`src/rtl/uart_rx_feeder.sv`:
```
`default_nettype none
// ============================================================================
// Module      : uart_rx_feeder
// Description : 8N1 UART receiver (16x oversampling) with a byte FIFO that
//               feeds the command parser with gap-limited data strobes.
// Revision    : 1.0 - initial release
// ============================================================================
module uart_rx_feeder #(
    parameter int CLK_HZ     = 100_000_000,
    parameter int BAUD       = 115200,
    parameter int FIFO_DEPTH = 16,
    parameter int MIN_GAP    = 2
) (
    input  logic                          clk,
    input  logic                          rst,
    input  logic                          rxd,
    input  logic                          pause,
    output logic [7:0]                    data,
    output logic                          dataReady,
    output logic                          frameError,
    output logic                          overflow,
    output logic [$clog2(FIFO_DEPTH):0]   fifoCount
);

    localparam int c_DIV      = CLK_HZ / (BAUD * 16);
    localparam int c_DW       = (c_DIV < 2) ? 1 : $clog2(c_DIV);
    localparam int c_DIV_M1   = c_DIV - 1;
    localparam logic [c_DW-1:0] c_DIV_LAST = c_DIV_M1[c_DW-1:0];
    localparam int c_AW       = $clog2(FIFO_DEPTH);
    localparam logic [c_AW:0] c_FULL = FIFO_DEPTH[c_AW:0];
    localparam int c_GW       = $clog2(MIN_GAP + 1);
    localparam logic [c_GW-1:0] c_GAP = MIN_GAP[c_GW-1:0];

    generate
        if (c_DIV < 2) begin : g_div_check
            $error("uart_rx_feeder: CLK_HZ/(BAUD*16) must be at least 2");
        end
    endgenerate

    typedef enum logic [2:0] {
        S_IDLE  = 3'd0,
        S_START = 3'd1,
        S_DATA  = 3'd2,
        S_STOP  = 3'd3,
        S_WAIT  = 3'd4
    } state_t;

    logic              r_sync1, r_rxs;
    logic [c_DW-1:0]   r_div;
    logic              w_tick;
    state_t            r_state, w_state_nxt;
    logic [3:0]        r_sc, w_sc_nxt;
    logic [2:0]        r_bc, w_bc_nxt;
    logic [7:0]        r_shift, w_shift_nxt;
    logic              w_go_start, w_stop_ok, w_stop_bad;
    logic [7:0]        r_mem [FIFO_DEPTH];
    logic [c_AW-1:0]   r_wptr, r_rptr;
    logic [c_AW:0]     r_count;
    logic [c_GW-1:0]   r_gap;
    logic              w_pop, w_push;

    always_ff @(posedge clk or posedge rst) begin
        if (rst) begin
            r_sync1 <= 1'b1;
            r_rxs   <= 1'b1;
        end else begin
            r_sync1 <= rxd;
            r_rxs   <= r_sync1;
        end
    end

    // Realigning the divider at the start edge puts sc==7 at the start-bit centre.
    assign w_tick = (r_div == c_DIV_LAST);

    always_ff @(posedge clk or posedge rst) begin
        if (rst)
            r_div <= '0;
        else if (w_go_start || w_tick)
            r_div <= '0;
        else
            r_div <= r_div + c_DW'(1);
    end

    always_ff @(posedge clk or posedge rst) begin
        if (rst) begin
            r_state <= S_IDLE;
            r_sc    <= '0;
            r_bc    <= '0;
            r_shift <= '0;
        end else begin
            r_state <= w_state_nxt;
            r_sc    <= w_sc_nxt;
            r_bc    <= w_bc_nxt;
            r_shift <= w_shift_nxt;
        end
    end

    always_comb begin
        w_state_nxt = r_state;
        w_sc_nxt    = r_sc;
        w_bc_nxt    = r_bc;
        w_shift_nxt = r_shift;
        w_go_start  = 1'b0;
        w_stop_ok   = 1'b0;
        w_stop_bad  = 1'b0;
        case (r_state)
            S_IDLE: begin
                if (!r_rxs) begin
                    w_state_nxt = S_START;
                    w_sc_nxt    = '0;
                    w_go_start  = 1'b1;
                end
            end
            S_START: begin
                if (w_tick) begin
                    if (r_sc == 4'd7) begin
                        if (r_rxs) begin
                            w_state_nxt = S_IDLE;
                        end else begin
                            w_state_nxt = S_DATA;
                            w_sc_nxt    = '0;
                            w_bc_nxt    = '0;
                        end
                    end else begin
                        w_sc_nxt = r_sc + 4'd1;
                    end
                end
            end
            S_DATA: begin
                if (w_tick) begin
                    w_sc_nxt = r_sc + 4'd1;
                    if (r_sc == 4'd15) begin
                        w_shift_nxt = {r_rxs, r_shift[7:1]};
                        w_bc_nxt    = r_bc + 3'd1;
                        if (r_bc == 3'd7)
                            w_state_nxt = S_STOP;
                    end
                end
            end
            S_STOP: begin
                if (w_tick) begin
                    w_sc_nxt = r_sc + 4'd1;
                    if (r_sc == 4'd15) begin
                        if (r_rxs) begin
                            w_stop_ok   = 1'b1;
                            w_state_nxt = S_IDLE;
                        end else begin
                            w_stop_bad  = 1'b1;
                            w_state_nxt = S_WAIT;
                        end
                    end
                end
            end
            S_WAIT: begin
                if (r_rxs)
                    w_state_nxt = S_IDLE;
            end
            default: w_state_nxt = S_IDLE;
        endcase
    end

    assign w_pop  = (r_count != '0) && !pause && (r_gap >= c_GAP);
    // A pop in the same cycle frees the slot, so a full FIFO can still accept.
    assign w_push = w_stop_ok && ((r_count < c_FULL) || w_pop);

    always_ff @(posedge clk) begin
        if (w_push)
            r_mem[r_wptr] <= r_shift;
    end

    always_ff @(posedge clk or posedge rst) begin
        if (rst) begin
            r_wptr     <= '0;
            r_rptr     <= '0;
            r_count    <= '0;
            r_gap      <= c_GAP;
            data       <= '0;
            dataReady  <= 1'b0;
            frameError <= 1'b0;
            overflow   <= 1'b0;
        end else begin
            if (w_push)
                r_wptr <= r_wptr + c_AW'(1);
            if (w_pop)
                r_rptr <= r_rptr + c_AW'(1);
            case ({w_push, w_pop})
                2'b10:   r_count <= r_count + (c_AW+1)'(1);
                2'b01:   r_count <= r_count - (c_AW+1)'(1);
                default: r_count <= r_count;
            endcase
            if (w_pop)
                r_gap <= c_GW'(1);
            else if (r_gap != c_GAP)
                r_gap <= r_gap + c_GW'(1);
            if (w_pop)
                data <= r_mem[r_rptr];
            dataReady  <= w_pop;
            frameError <= w_stop_bad;
            if (w_stop_ok && !w_push)
                overflow <= 1'b1;
        end
    end

    assign fifoCount = r_count;

endmodule
`default_nettype wire

```
`config.mk`:
```
export PLATFORM = sky130hd
export DESIGN_NAME = uart_rx_feeder
export DESIGN_NICKNAME = d
export VERILOG_FILES = /design/src/rtl/uart_rx_feeder.sv
export SDC_FILE = /design/constraint.sdc
export NUM_CORES = 1
export LEC_CHECK = 0
export BUFFER_PORTS_ARGS = -buffer_cell sky130_fd_sc_hd__clkbuf_2
export CAP_MARGIN = 20
export CELL_PAD_IN_SITES_DETAIL_PLACEMENT = 1
export CELL_PAD_IN_SITES_GLOBAL_PLACEMENT = 1
export CORE_MARGIN = 2
export CORE_UTILIZATION = 45
export CTS_BUF_LIST = sky130_fd_sc_hd__clkbuf_16
export DETAILED_ROUTE_END_ITERATION = 10
export PLACE_DENSITY_LB_ADDON = 0.1
export RECOVER_POWER = 25
export SLEW_MARGIN = 15
export SYNTH_ARGS = -nofsm -noshare
export SYNTH_HDL_FRONTEND = slang
export SYNTH_SLANG_ARGS = --single-unit
export TNS_END_PERCENT = 10
```
`constraint.sdc`:
```
create_clock -name clk -period 4.75 [get_ports clk]
set_input_delay 0.475 -clock clk [delete_from_list [all_inputs] [get_ports clk]]
set_output_delay 0.475 -clock clk [all_outputs]
set_load 0.01 [all_outputs]
```
==> flow_metrics.env <==
export IMPL_fin_nets=492
export IMPL_clock_sinks=180
export IMPL_die_height_um=134
export IMPL_drtIter0Drc=216
export IMPL_status="complete, but fails checks"
export IMPL_numCtsBuffers=17
export IMPL_coreArea_sq_um=16500
export IMPL_grt_max_degree=53
export IMPL_clock_path_buffers=2
export IMPL_irDropWorstVdd_uv=239
export IMPL_synth_area_sq_um=7580
export IMPL_ant_nets=0
export IMPL_syn_nets=472
export IMPL_synth_area_leaders="edfxtp_1, dfrtp_1, mux4_2"
export IMPL_critPathCaptureType="flop"
export IMPL_cp_max_fo=20
export IMPL_place_hpwl_mm=10.0
export IMPL_yosysUniqueCellTypes=55
export IMPL_hold_violations=0
export IMPL_start_util_pct=45.9
export IMPL_crit_type="flop to flop"
export IMPL_cap_violations=1
export IMPL_fmax_mhz=274
export IMPL_syn2layout_area_growth_pct=10.4
export IMPL_relSlewSlack_pct=-101
export IMPL_finalSetupTns_ps=0
export IMPL_die_area_sq_um=17900
export IMPL_grt_pass1_wl_mm=24.9
export IMPL_io_pins=20
export IMPL_yosysMostFrequentCell="edfxtp_1"
export IMPL_post_cts_resized=0
export IMPL_slew_violations=53
export IMPL_die_x_um=134
export IMPL_num_vias=3939
export IMPL_yosysTopAreaCellShare_pct=50.7
export IMPL_finalCritPeriodShare_pct=76.9
export IMPL_antenna_cells=0
export IMPL_core_rowCount=47
export IMPL_layout_drive_gt1_share_pct=20.1
export IMPL_violations="capacitance limit, slew limit"
export IMPL_hp_class="input pin to flop"
export IMPL_cts_root_buf="clkbuf_16"
export IMPL_clk_pin_slew_ps=60
export IMPL_crit_required_ps=5050
export IMPL_finalSetupViolCount=0
export IMPL_synth_seq_cells=180
export IMPL_clk_latency_ps=420
export IMPL_p_leak_uw=0.00344
export IMPL_grt_pass1_vias=4294
export IMPL_drt_first_pass_iters=4
export IMPL_syn_instance_count=454
export IMPL_finalNonFillerCells=707
export IMPL_async_reset_ff_share_pct=28.9
export IMPL_routed_wl_mm=15.7
export IMPL_setup_ws_ps=1100
export IMPL_fillers=1583
export IMPL_arrival_ps=3950
export IMPL_synth_largest_area_cell="edfxtp_1"
export IMPL_ys_seq_area_share_pct=67.9
export IMPL_postCtsHoldBufs=0
export IMPL_cts_setup_buffers=0
export IMPL_syn_mean_instance_area_sq_um=16.7
export IMPL_skew_ps=6.80
export IMPL_rsz0062_at_grt="no"
export IMPL_overflow=0
export IMPL_worst_slew_pin_transition_ps=3010
export IMPL_htreeDepth=4
export IMPL_drt_drc_violations_left=0
export IMPL_avgViaCountPerCell=5.57
export IMPL_ys_top_cells_by_count="edfxtp_1, dfrtp_1, nor2_1"
export IMPL_synth_ff_type="edfxtp_1"
export IMPL_yosys_warnings=0
export IMPL_wl_per_cell_um=22.2
export IMPL_synth_edff_count=128
export IMPL_post_place_ws_ps=1100
export IMPL_powerDensity_nw_per_um2=349
export IMPL_antenna_found_initial=0
export IMPL_period_needed_ps=3650
export IMPL_io_buffers=19
export IMPL_place_congestion=0.756
export IMPL_dp_cells=675
export IMPL_cts_tree="built"
export IMPL_worstSetupStartpointType="flop"
export IMPL_grt_total_usage_pct=19.0
-- state kept, by name (all words and copies together) (netlist names) --
signal	cells
data	8
dataReady	1
fifoCount	5
frameError	1
overflow	1
r_bc	3
r_div	6
r_gap	2
r_mem	128
r_rptr	4
r_rxs	1
r_sc	4
r_shift	8
r_state	3
r_sync1	1
r_wptr	4
-- path summary, 6_finish.rpt --
kind / slack, ps / endpoint / start / cells after the start
hold reg to reg: 360 / r_rxs$_DFF_PP1_ / r_sync1$_DFF_PP1_ / 0
setup / recovery: 1100 / fifoCount[4]$_DFFE_PP0P_ / r_gap[0]$_DFFE_PP0P_ / 12
hold / removal: 130 / r_sync1$_DFF_PP1_ / rxd / 1
max in group asynchronous: 1630 / r_rptr[0]$_DFFE_PP0P_ / rst / 3
setup reg to reg: 1100 / fifoCount[4]$_DFFE_PP0P_ / r_gap[0]$_DFFE_PP0P_ / 12
min in group asynchronous: 1180 / r_gap[0]$_DFFE_PP0P_ / rst / 3
-- kinds of logic after synthesis --
group	after synthesis	synth area share, %
flops	180	67.9
simple gates	91	6.42
compound gates	55	5.17
mux	55	13.1
buf+inv	39	2.71
xor+xnor	20	2.31
fa+ha+maj	14	2.31
-- layout by cell type, fill, tap and decap left out, types with 12 or more instances in the layout --
cell type,synthesis,final
clkbuf_16,0,17
a21oi_1,16,16
dfrtp_1,49,48
nand2_1,14,14
mux4_2,25,25
inv_1,13,20
edfxtp_1,128,128
xnor2_1,12,12
nor2_1,31,31
ha_1,14,14
mux2_2,14,14
clkbuf_2,0,19
-- layout make-up --
cell class | instances | area, sq um | share of cell area [%]
clock inverters | 15 | 88.8 | 1.06
flip-flops and latches | 180 | 5150 | 61.6
inverters | 13 | 48.8 | 0.583
well taps | 220 | 275 | 3.29
clock buffers | 17 | 425 | 5.09
repair buffers | 27 | 151 | 1.81
multi-input cells | 235 | 2220 | 26.6
-- power by group --
| group | leakage, uW | switching (uW) | total [uW] | internal [uW] |
|---|---|---|---|---|
| logic | 0.000977 | 10.2 | 12.3 | 2.04 |
| registers | 0.00219 | 2.37 | 1670 | 1670 |
| clock network | 0.000275 | 536 | 1230 | 698 |
-- stage by stage --
step	utilization, %	hold slack (ps)	instance area (sq um)	power, uW
2_1_floorplan	-	345	7580	1710
3_3_place_gp	47.5	346	7850	1720
3_5_place_dp	47.5	354	7850	1720
4_1_cts	50.6	117	8370	2950
5_1_grt	50.6	115	8360	3000
6_report	50.6	135	8360	2920
-- per-layer routing --
| metal | GRT usage (%) | vias up | part of all wire, % |
|---|---|---|---|
| li1 | - | 1794 | - |
| met1 | 25.4 | 2072 | 45 |
| met2 | 32.1 | 63 | 51 |
| met3 | 3.39 | 10 | 2.8 |
| met4 | 5.32 | 0 | 0.91 |
| met5 | 0 | - | 0 |
-- critical path, cell delays in order (launching register included) --
cell and delay [ps]:
dfrtp_1 360, inv_1 60, ha_1 240, o21bai_1 290, a21o_1 570, inv_1 280
ha_1 400, xor2_1 190, ha_1 260, or3b_2 480, a21oi_1 140, o21ai_0 120
xnor2_1 140
Power figures use the tool's default switching activity.
